**config.mk**
```make
export PLATFORM = sky130hd
export DESIGN_NAME = tvip_reset_sequencer_flat
export DESIGN_NICKNAME = d
export VERILOG_FILES = /design/src/rtl/tvip_reset_sequencer_pkg.sv /design/src/rtl/tvip_reset_sequencer_if.sv /design/src/rtl/tvip_reset_synchronizer.sv /design/src/rtl/tvip_reset_sequencer.sv /design/src/flat_wrapper.sv
export SDC_FILE = /design/constraint.sdc
export NUM_CORES = 1
export LEC_CHECK = 0
export CORE_AREA = 2 2 83 85
export DETAILED_ROUTE_END_ITERATION = 10
export DIE_AREA = 0 0 85 87
export PLACE_DENSITY_LB_ADDON = 0.1
export SLEW_MARGIN = 20
export SYNTH_ARGS = -nofsm -noshare
export SYNTH_HDL_FRONTEND = slang
export SYNTH_SLANG_ARGS = --single-unit
```
**constraint.sdc**
```tcl
create_clock -name clk -period 2.8 [get_ports clk]
set_clock_uncertainty 0.05 [all_clocks]
set_input_delay 0.84 -clock clk [delete_from_list [all_inputs] [get_ports clk]]
set_output_delay 0.84 -clock clk [all_outputs]
set_load 0.02 [all_outputs]
```
**src/rtl/tvip_reset_sequencer_pkg.sv**
```systemverilog
// Shared types and helpers for the reset sequencer.
//   seq_state_t      : sequencer FSM states
//   lowest_set_index : index of the lowest set bit of a 32-bit vector, used to
//                      pick the next pending channel during a staggered release
package tvip_reset_sequencer_pkg;

  typedef enum logic [1:0] {
    POR_SYNC = 2'd0,
    ASSERT   = 2'd1,
    RELEASE  = 2'd2,
    IDLE     = 2'd3
  } seq_state_t;

  // Priority search from the top down so the lowest set bit wins.
  // Result is 0 for an all-zero input; callers only use it with pending bits set.
  function automatic logic [4:0] lowest_set_index(input logic [31:0] v);
    logic [4:0] idx;
    idx = 5'd0;
    for (int i = 31; i >= 0; i--) begin
      if (v[i]) idx = 5'(i);
    end
    return idx;
  endfunction

endpackage

```
**src/rtl/tvip_reset_sequencer_if.sv**
```systemverilog
// Control/status bundle of the reset sequencer.
//   request         : single-cycle software reset request
//   channel_mask    : channels taking part in a software reset
//   duration        : assertion length in cycles (0 behaves as 1)
//   stagger         : cycles between consecutive channel releases
//   channel_reset_n : per-channel active-low resets
//   busy            : sequence in progress
//   done            : one-cycle pulse on sequence completion
//
// Handshake: request is a one-cycle pulse sampled on the rising clock edge.
// It is accepted only in a cycle where busy is low; a request seen while busy
// is dropped, never queued. channel_mask, duration and stagger are sampled
// only on the accepting edge.
interface tvip_reset_sequencer_if #(
  parameter int CHANNELS      = 4,
  parameter int COUNTER_WIDTH = 16
) ();

  logic                     request;
  logic [CHANNELS-1:0]      channel_mask;
  logic [COUNTER_WIDTH-1:0] duration;
  logic [COUNTER_WIDTH-1:0] stagger;
  logic [CHANNELS-1:0]      channel_reset_n;
  logic                     busy;
  logic                     done;

  modport master (
    output request, channel_mask, duration, stagger,
    input  channel_reset_n, busy, done
  );

  modport slave (
    input  request, channel_mask, duration, stagger,
    output channel_reset_n, busy, done
  );

endinterface

```
**src/rtl/tvip_reset_synchronizer.sv**
```systemverilog
// Reset synchronizer: asynchronous assertion, synchronous deassertion.
//   clk          : clock
//   reset_n      : asynchronous active-low reset input
//   sync_reset_n : reset_n released through STAGES flops
module tvip_reset_synchronizer #(
  parameter int STAGES = 2
) (
  input  logic clk,
  input  logic reset_n,
  output logic sync_reset_n
);

  logic [STAGES-1:0] chain;

  always_ff @(posedge clk or negedge reset_n) begin
    if (!reset_n) chain <= '0;
    else          chain <= {chain[STAGES-2:0], 1'b1};
  end

  assign sync_reset_n = chain[STAGES-1];

endmodule

```
**src/rtl/tvip_reset_sequencer.sv**
```systemverilog
// Multi-channel reset sequencer. Asserts the selected channel resets, holds
// them for a programmable number of cycles, then releases them in ascending
// channel order with a programmable stagger.
//   clk       : clock, all state on the rising edge
//   reset_n   : asynchronous active-low reset (forces all channels low)
//   bus       : control/status bundle (slave side)
//   dbg_state : current FSM state
module tvip_reset_sequencer
  import tvip_reset_sequencer_pkg::*;
#(
  parameter int CHANNELS      = 4,
  parameter int COUNTER_WIDTH = 16,
  parameter int SYNC_STAGES   = 2,
  parameter int POR_DURATION  = 16,
  parameter int POR_STAGGER   = 0
) (
  input  logic                  clk,
  input  logic                  reset_n,
  tvip_reset_sequencer_if.slave bus,
  output seq_state_t            dbg_state
);

  localparam logic [COUNTER_WIDTH-1:0] POR_LOAD = COUNTER_WIDTH'(POR_DURATION - 1);
  localparam logic [COUNTER_WIDTH-1:0] POR_STAG = COUNTER_WIDTH'(POR_STAGGER);

  seq_state_t               state_q, state_d;
  logic [COUNTER_WIDTH-1:0] cnt_q, cnt_d;
  logic [COUNTER_WIDTH-1:0] stag_q, stag_d;
  logic [CHANNELS-1:0]      pend_q, pend_d;
  logic [CHANNELS-1:0]      rst_q, rst_d;
  logic                     done_q, done_d;
  logic                     sync_n;

  logic [31:0]              pend_ext;
  logic [4:0]               low_idx;
  logic [CHANNELS-1:0]      rel_sel;
  logic [CHANNELS-1:0]      pend_left;

  tvip_reset_synchronizer #(.STAGES(SYNC_STAGES)) u_sync (
    .clk          (clk),
    .reset_n      (reset_n),
    .sync_reset_n (sync_n)
  );

  // Channels released on a release edge: everything pending when there is no
  // stagger, otherwise only the lowest-index pending one. Masked-out indices
  // are never pending, so they are skipped without costing a cycle.
  assign pend_ext  = 32'(pend_q);
  assign low_idx   = lowest_set_index(pend_ext);
  assign rel_sel   = (stag_q == '0) ? pend_q : (CHANNELS'(1) << low_idx);
  assign pend_left = pend_q & ~rel_sel;

  always_comb begin
    state_d = state_q;
    cnt_d   = cnt_q;
    stag_d  = stag_q;
    pend_d  = pend_q;
    rst_d   = rst_q;
    done_d  = 1'b0;

    case (state_q)
      POR_SYNC: begin
        if (sync_n) begin
          state_d = ASSERT;
          cnt_d   = POR_LOAD;
          stag_d  = POR_STAG;
          pend_d  = '1;
          rst_d   = '0;
        end
      end

      // The edge on which the counter reads 0 is itself the first release
      // edge, so the hold lasts exactly max(duration,1) cycles.
      ASSERT, RELEASE: begin
        if (cnt_q == '0) begin
          rst_d  = rst_q | rel_sel;
          pend_d = pend_left;
          cnt_d  = (stag_q == '0) ? '0 : stag_q - 1'b1;
          if (pend_left == '0) begin
            state_d = IDLE;
            done_d  = 1'b1;
          end else begin
            state_d = RELEASE;
          end
        end else begin
          cnt_d = cnt_q - 1'b1;
        end
      end

      IDLE: begin
        if (bus.request) begin
          if (bus.channel_mask != '0) begin
            state_d = ASSERT;
            pend_d  = bus.channel_mask;
            rst_d   = rst_q & ~bus.channel_mask;
            cnt_d   = (bus.duration == '0) ? '0 : bus.duration - 1'b1;
            stag_d  = bus.stagger;
          end else begin
            // Nothing to reset: report completion straight away.
            done_d = 1'b1;
          end
        end
      end

      default: state_d = POR_SYNC;
    endcase
  end

  always_ff @(posedge clk or negedge reset_n) begin
    if (!reset_n) begin
      state_q <= POR_SYNC;
      cnt_q   <= '0;
      stag_q  <= '0;
      pend_q  <= '0;
      rst_q   <= '0;
      done_q  <= 1'b0;
    end else begin
      state_q <= state_d;
      cnt_q   <= cnt_d;
      stag_q  <= stag_d;
      pend_q  <= pend_d;
      rst_q   <= rst_d;
      done_q  <= done_d;
    end
  end

  assign bus.channel_reset_n = rst_q;
  assign bus.busy            = (state_q != IDLE);
  assign bus.done            = done_q;
  assign dbg_state           = state_q;

endmodule

```
**src/flat_wrapper.sv**
```systemverilog
// flat-port wrapper written by rule: the top's interface ports become plain ports
module tvip_reset_sequencer_flat import tvip_reset_sequencer_pkg::*;
#(
  parameter int CHANNELS      = 4,
  parameter int COUNTER_WIDTH = 16,
  parameter int SYNC_STAGES   = 2,
  parameter int POR_DURATION  = 16,
  parameter int POR_STAGGER   = 0
)
  (clk, reset_n, dbg_state, bus_request, bus_channel_mask, bus_duration, bus_stagger, bus_channel_reset_n, bus_busy, bus_done);
  tvip_reset_sequencer_if #(.CHANNELS(CHANNELS), .COUNTER_WIDTH(COUNTER_WIDTH)) bus_i ();
  input  logic clk;
  input  logic reset_n;
  output seq_state_t dbg_state;
  input wire logic [$bits(bus_i.request)-1:0] bus_request;
  input wire logic [$bits(bus_i.channel_mask)-1:0] bus_channel_mask;
  input wire logic [$bits(bus_i.duration)-1:0] bus_duration;
  input wire logic [$bits(bus_i.stagger)-1:0] bus_stagger;
  output wire logic [$bits(bus_i.channel_reset_n)-1:0] bus_channel_reset_n;
  output wire logic [$bits(bus_i.busy)-1:0] bus_busy;
  output wire logic [$bits(bus_i.done)-1:0] bus_done;
  assign bus_i.request = bus_request;
  assign bus_i.channel_mask = bus_channel_mask;
  assign bus_i.duration = bus_duration;
  assign bus_i.stagger = bus_stagger;
  assign bus_channel_reset_n = bus_i.channel_reset_n;
  assign bus_busy = bus_i.busy;
  assign bus_done = bus_i.done;
  tvip_reset_sequencer #(.CHANNELS(CHANNELS), .COUNTER_WIDTH(COUNTER_WIDTH), .SYNC_STAGES(SYNC_STAGES), .POR_DURATION(POR_DURATION), .POR_STAGGER(POR_STAGGER)) u_core (.clk(clk), .reset_n(reset_n), .bus(bus_i), .dbg_state(dbg_state));
endmodule
```
* Word level (Yosys, flattened, before mapping)
Cells that the tools add are included.
Storage, ports and cells: output and inout port bits 8, word-level logic and storage cells 72, register bits 45, input port bits 39
Cells by class: shifts and indexed selects 1, bitwise gates (word level) 5, add/subtract/negate cells 3, equality and inequality tests 8, muxes and demuxes 37, reductions and logical operators 11
Operator list (number):
- $mux 16 | 9
- $logic_not 16->1 | 3
- $pmux 16 s3 | 1
- $sub 16x1->16 const B | 3
- $mux 4 | 9
- $pmux 16 s2 | 1
- $pmux 4 s3 | 2
- $mux 5 | 3
- $mux 2 | 5
- $and 4x4->4 | 2
- $not 4->4 | 2
- $reduce_and 4->1 | 2
- $ne 2x2->1 const B | 3
- $pmux 2 s3 | 1
- $mux 1 | 5
- $shl 1x5->4 const A | 1
- $eq 2x2->1 const B | 2
- $logic_not 4->1 | 1
- $ne 2x1->1 const B | 2
- $or 4x4->4 | 1
- $reduce_bool 4->1 | 1
- $reduce_and 3->1 | 1
- $eq 2x1->1 const B | 1
- $logic_not 2->1 | 1
- 3 further kinds | 3

* Longest topological paths before layout
word-level depth 12, mapped depth 9, depth with buffers taken out 7

* Hierarchy
Synthesis repeated with hierarchy kept, for this count alone.
Unflattened totals: cell total of the unflattened synthesis 348, area, all modules 3014.1 um2
Modules (own cells, without submodules):
- tvip_reset_sequencer | area an instance 2960.3 um2, times used 1, cells an instance 345
- tvip_reset_synchronizer | area an instance 53.8 um2, times used 1, cells an instance 3

* Worst setup path after synthesis
Ideal clock, no wire load.
path type register to register, from register u_core.cnt_q[0], to register u_core.cnt_q[11], slack 67 ps, arrival time 2618 ps, path buffers 2, required time 2685 ps, cell stages (with the launch flop) 10, path through dfrtp_1 inv_1 ha_1 or4b_2 or4_4 buf_6 or3_1 buf_2 o22ai_2 a211o_1
On the way: word-level cells in the longest chain between the ends 3, elaborated cells between the ends (all ways) 4, classes of those cells add/sub: 1; mux: 2; reduce/logical: 1
Ends and longest elaborated chain:
- start: declaration | line tvip_reset_sequencer.sv:27 | logic [COUNTER_WIDTH-1:0] cnt_q, cnt_d;
- start signal: assignment | line tvip_reset_sequencer.sv:119 | cnt_q <= cnt_d;
- $sub 16x1->16 / $logic_not 16->1 (equally long branches) | line tvip_reset_sequencer.sv:86, tvip_reset_sequencer.sv:75
- $mux 16 * | line tvip_reset_sequencer.sv:75 | if (cnt_q == '0) begin
- $pmux 16 s3 * | line tvip_reset_sequencer.sv:61 | case (state_q)
Every way passes the cells marked *; elsewhere a longest branch is shown, timed or not. A chain may end at the register's enable or synchronous reset.

* Worst setup path after layout
from input port bus_duration[0], to register u_core.cnt_q[13]
On the way: word-level cells in the longest chain between the ends 5, elaborated cells between the ends (all ways) 6, classes of those cells add/sub: 1; mux: 4; reduce/logical: 1
Ends and longest elaborated chain:
- start: declaration | line flat_wrapper.sv:17 | input wire logic [$bits(bus_i.duration)-1:0] bus_duration;
- $sub 16x1->16 / $logic_not 16->1 (equally long branches) | line tvip_reset_sequencer.sv:96 | cnt_d = (bus.duration == '0) ? '0 : bus.duration - 1'b1;
- $mux 16 * | line tvip_reset_sequencer.sv:96
- $mux 16 * | line tvip_reset_sequencer.sv:92 | if (bus.channel_mask != '0) begin
- $mux 16 * | line tvip_reset_sequencer.sv:91 | if (bus.request) begin
- $pmux 16 s3 * | line tvip_reset_sequencer.sv:61
Every way passes the cells marked *; elsewhere a longest branch is shown, timed or not. The select of a mux whose other input is x is not followed.

==> out/summary.md <==
### Critical path
* **origin of the critical flop-to-flop path** u_core.cnt_q[1]
* **Critical Path End Type** flop
* **beginning of the critical path** bus_duration[0]
* **crit-path max FO** 5
* **Reg2Reg Setup Slack** 160 ps
* **Worst Setup Path Type** input port to flop
* **Reg2Reg Depth** 8
* **required time at the endpoint of the critical path** 2920 ps
* **Worst EP arrival** 2870 ps
* **crit start category** input port
* **worst flop-to-flop path endpoint** u_core.cnt_q[7]

### Logic synthesis
* **leading cell types by count after synthesis** 45 x dfrtp_1, 25 x nor2_1, 22 x nand2_1
* **top cell type's share of synthesized area** 35.29%
* **Synthesized Nets** 408
* **count of mapped cells out of synthesis** 362
* **Synth area leader** dfrtp_1
* **number of distinct library cell variants in the gate-level netlist after synthesis** 64
* **number of warnings printed during yosys synthesis** 0
* **cell with the most instances after synthesis** dfrtp_1
* **register bit count reported by yosys** 45
* **cell area after synthesis** 0.003191 mm2
* **average instance area after synthesis** 8.814 um2
* **flip-flop cell with the highest count after synthesis** dfrtp_1
* **async set-or-reset flop fraction in the synthesized netlist** 100.0%
* **register area share after synthesis** 35.29%
* **Post-synth EDFFs** 0
* **most area-consuming cells after synthesis** dfrtp_1 35%, a22o_1 4.7%, xnor2_1 3.8%

### GRT
* **all-layer global routing usage** 26.67%
* **global-route track usage on met3** 3.791%
* **most used routing layer in global routing** met2
* **Global Route met1 Usage** 35.29%
* **global route overflow** 0
* **number of global-route vias before repair** 3,175
* **initial antenna violation count** 0
* **global-route wire length before repair** 15.64 mm
* **largest net degree at the start of global routing** 46
* **met2 track utilization from global routing** 45.53%

### Worst hold path
* **Min-Delay Startpoint** u_core.u_sync.chain[0]
* **hold crit path type** flop to flop
* **WHS Endpoint** u_core.u_sync.chain[1]
* **hold-critical path depth** 0

### Route
* **first-pass detailed-route iteration total** 5
* **number of design rule violations left after detail routing** 0
* **final antenna-violating net count** 0
* **sum of routed wire length over all layers** 9.711 mm
* **number of violations reported at the end of detailed-routing iteration 0** 245
* **average routed wire per standard cell** 17.85 um
* **Avg Vias per Cell** 6.116
* **vias** 3,327

### Finish
* **proportion of layout cells with a drive suffix above 1** 18.32%
* **nets** 510
* **Post-Layout Inst Area** 0.004290 mm2
* **diode count** 0
* **P&R area growth vs syn** 34.47%

### Timing
* **max-slew violations** 0
* **part of the cycle the worst path needs** 98.06%
* **Final Hold Viols** 0
* **final setup slack of the worst path** 54.33 ps
* **worst slew pin tran** 775.6 ps
* **setup repair after global routing missed its margin** false
* **Final setup viols** 0
* **worst slew slack as a fraction of its limit** 48.29%
* **f_max** 364.2 MHz
* **final period demand of the worst path** 2746 ps

### Clock network
* **H-tree depth** 2
* **CTS tree** done
* **total clock buffers created by CTS** 5
* **Sink Count** 45
* **root buffer cell** clkbuf_8
* **maximum buffer depth of the clock tree** 2
* **Reg clk slew, reported paths** 90 ps
* **clock latency on the worst-skew pair** 300 ps

### Placement
* **number of buffers added on ports** 46
* **setup slack at placement** -267.5 ps
* **routability-driven placement congestion ratio** 0.9628
* **dpl cell area** 0.004154 mm2
* **DP HPWL** 7.245 mm

### Power
* **leakage power of the design** 1.737 nW
* **P per Cell Area** 314.5 mW/mm2
* **worst ir drop on vdd** 0.2462 mV

### Floorplanning
* **total I/O pin count** 47
* **Core Area** 0.006569 mm2
* **die span in y** 87 um
* **horizontal die dimension** 85 um
* **effective utilization at floorplan** 48.57%
* **num rows** 30
* **area of the die** 0.007395 mm2

### Run status
* **outcome** finished, final reports clean

### Job
* **max-cap viol count** 0

[cell type report]
cell class              instances  area (um2)
clock buffers                   5       68.82
clock inverters                 2       35.03
fillers                       561        2278
inverters                      12       45.04
multi-input cells             287        1944
flip-flops and latches         45        1126
well taps                      80       100.1
repair buffers                113       970.9
[worst max-delay path by stage]
stage                  endpoint  slack, ps  depth (start not counted)
2_1_floorplan  u_core.cnt_q[11]         70                          9
3_3_place_gp   u_core.cnt_q[13]       -290                          6
3_5_place_dp   u_core.cnt_q[13]       -270                          6
4_1_cts         u_core.cnt_q[7]          4                          8
5_1_grt        u_core.cnt_q[13]          5                          8
6_report       u_core.cnt_q[13]         50                          6
[power by group]
part	leakage (nW)	internal, mW	switching, mW
logic	1.17	0.103	0.0692
registers	0.517	0.663	0.0218
clock network	0.0540	0.260	0.233
total	1.74	1.03	0.324
[repair_timing]
action | CTS | global route
pin swaps | 0 | 1
endpoints found under the setup margin | 6 | 22
buffers inserted | 0 | 2
resized for setup | 2 | 4
gates cloned | 0 | 0
endpoints found under the hold margin | 0 | 0
hold buffers | 0 | 0
[state kept, by name, summed over array words and instances (netlist names)]
signal and count:
u_core.dbg_state 2, u_core.pend_q 4, u_core.u_sync.chain 2, u_core.stag_q 16, u_core.cnt_q 16, u_core.bus.done 1, u_core.bus.channel_reset_n 4
[cell usage in the layout (no fill, tap or decap), types with 12 or more instances in the layout]
cell,n
nor2_1,24
a21oi_1,13
xnor2_1,14
a22o_1,17
nand3_1,15
inv_1,12
buf_4,66
clkdlybuf4s50_1,45
dfrtp_1,45
nor4_1,14
o21ai_0,14
nor3_1,16
nand2_1,22
xor2_1,13
[metal layers]
metal	vias to the layer above	wire, um
li1	1596	-
met1	1596	4315
met2	120	4750
met3	15	496
met4	0	150
met5	-	0
[logic make-up (layout without fill, tap and decap cells)]
family                   Yosys count  after routing  share of synthesized area (%)
AND/OR/NAND/NOR                  139            139                          24.04
AO/OA/AOI/OAI                    110            110                          25.14
flip-flops                        45             45                          35.29
buffers and inverters             30            132                          4.314
XOR/XNOR                          27             27                          7.412
adder cells (fa/ha/maj)            8              8                          3.059
multiplexers                       2              2                         0.6275
other                              1              1                         0.1175
[critical path, stage by stage]
cell and delay [ps]:
clkdlybuf4s50_1 430, or4_1 660, nor4_1 270, xor2_1 140, a221oi_1 370, o21ai_1 150
[per-stage QoR]
step | TNS, ps | hold slack [ps] | util, % | instances | total power [mW]
after CTS | 0 | 317.0 | 64.95 | 542 | 1.357
after detailed placement | -4135 | 287.2 | 63.24 | 535 | 0.8692
final | 0 | 313.9 | 65.31 | 544 | 1.349
after floorplan | 0 | 281.2 | - | 362 | 0.7441
after global placement | -3770 | 286.1 | 63.24 | 535 | 0.8677
after global routing | 0 | 323.8 | 65.31 | 544 | 1.389
Note: power is estimated with default switching activity, not from simulation.
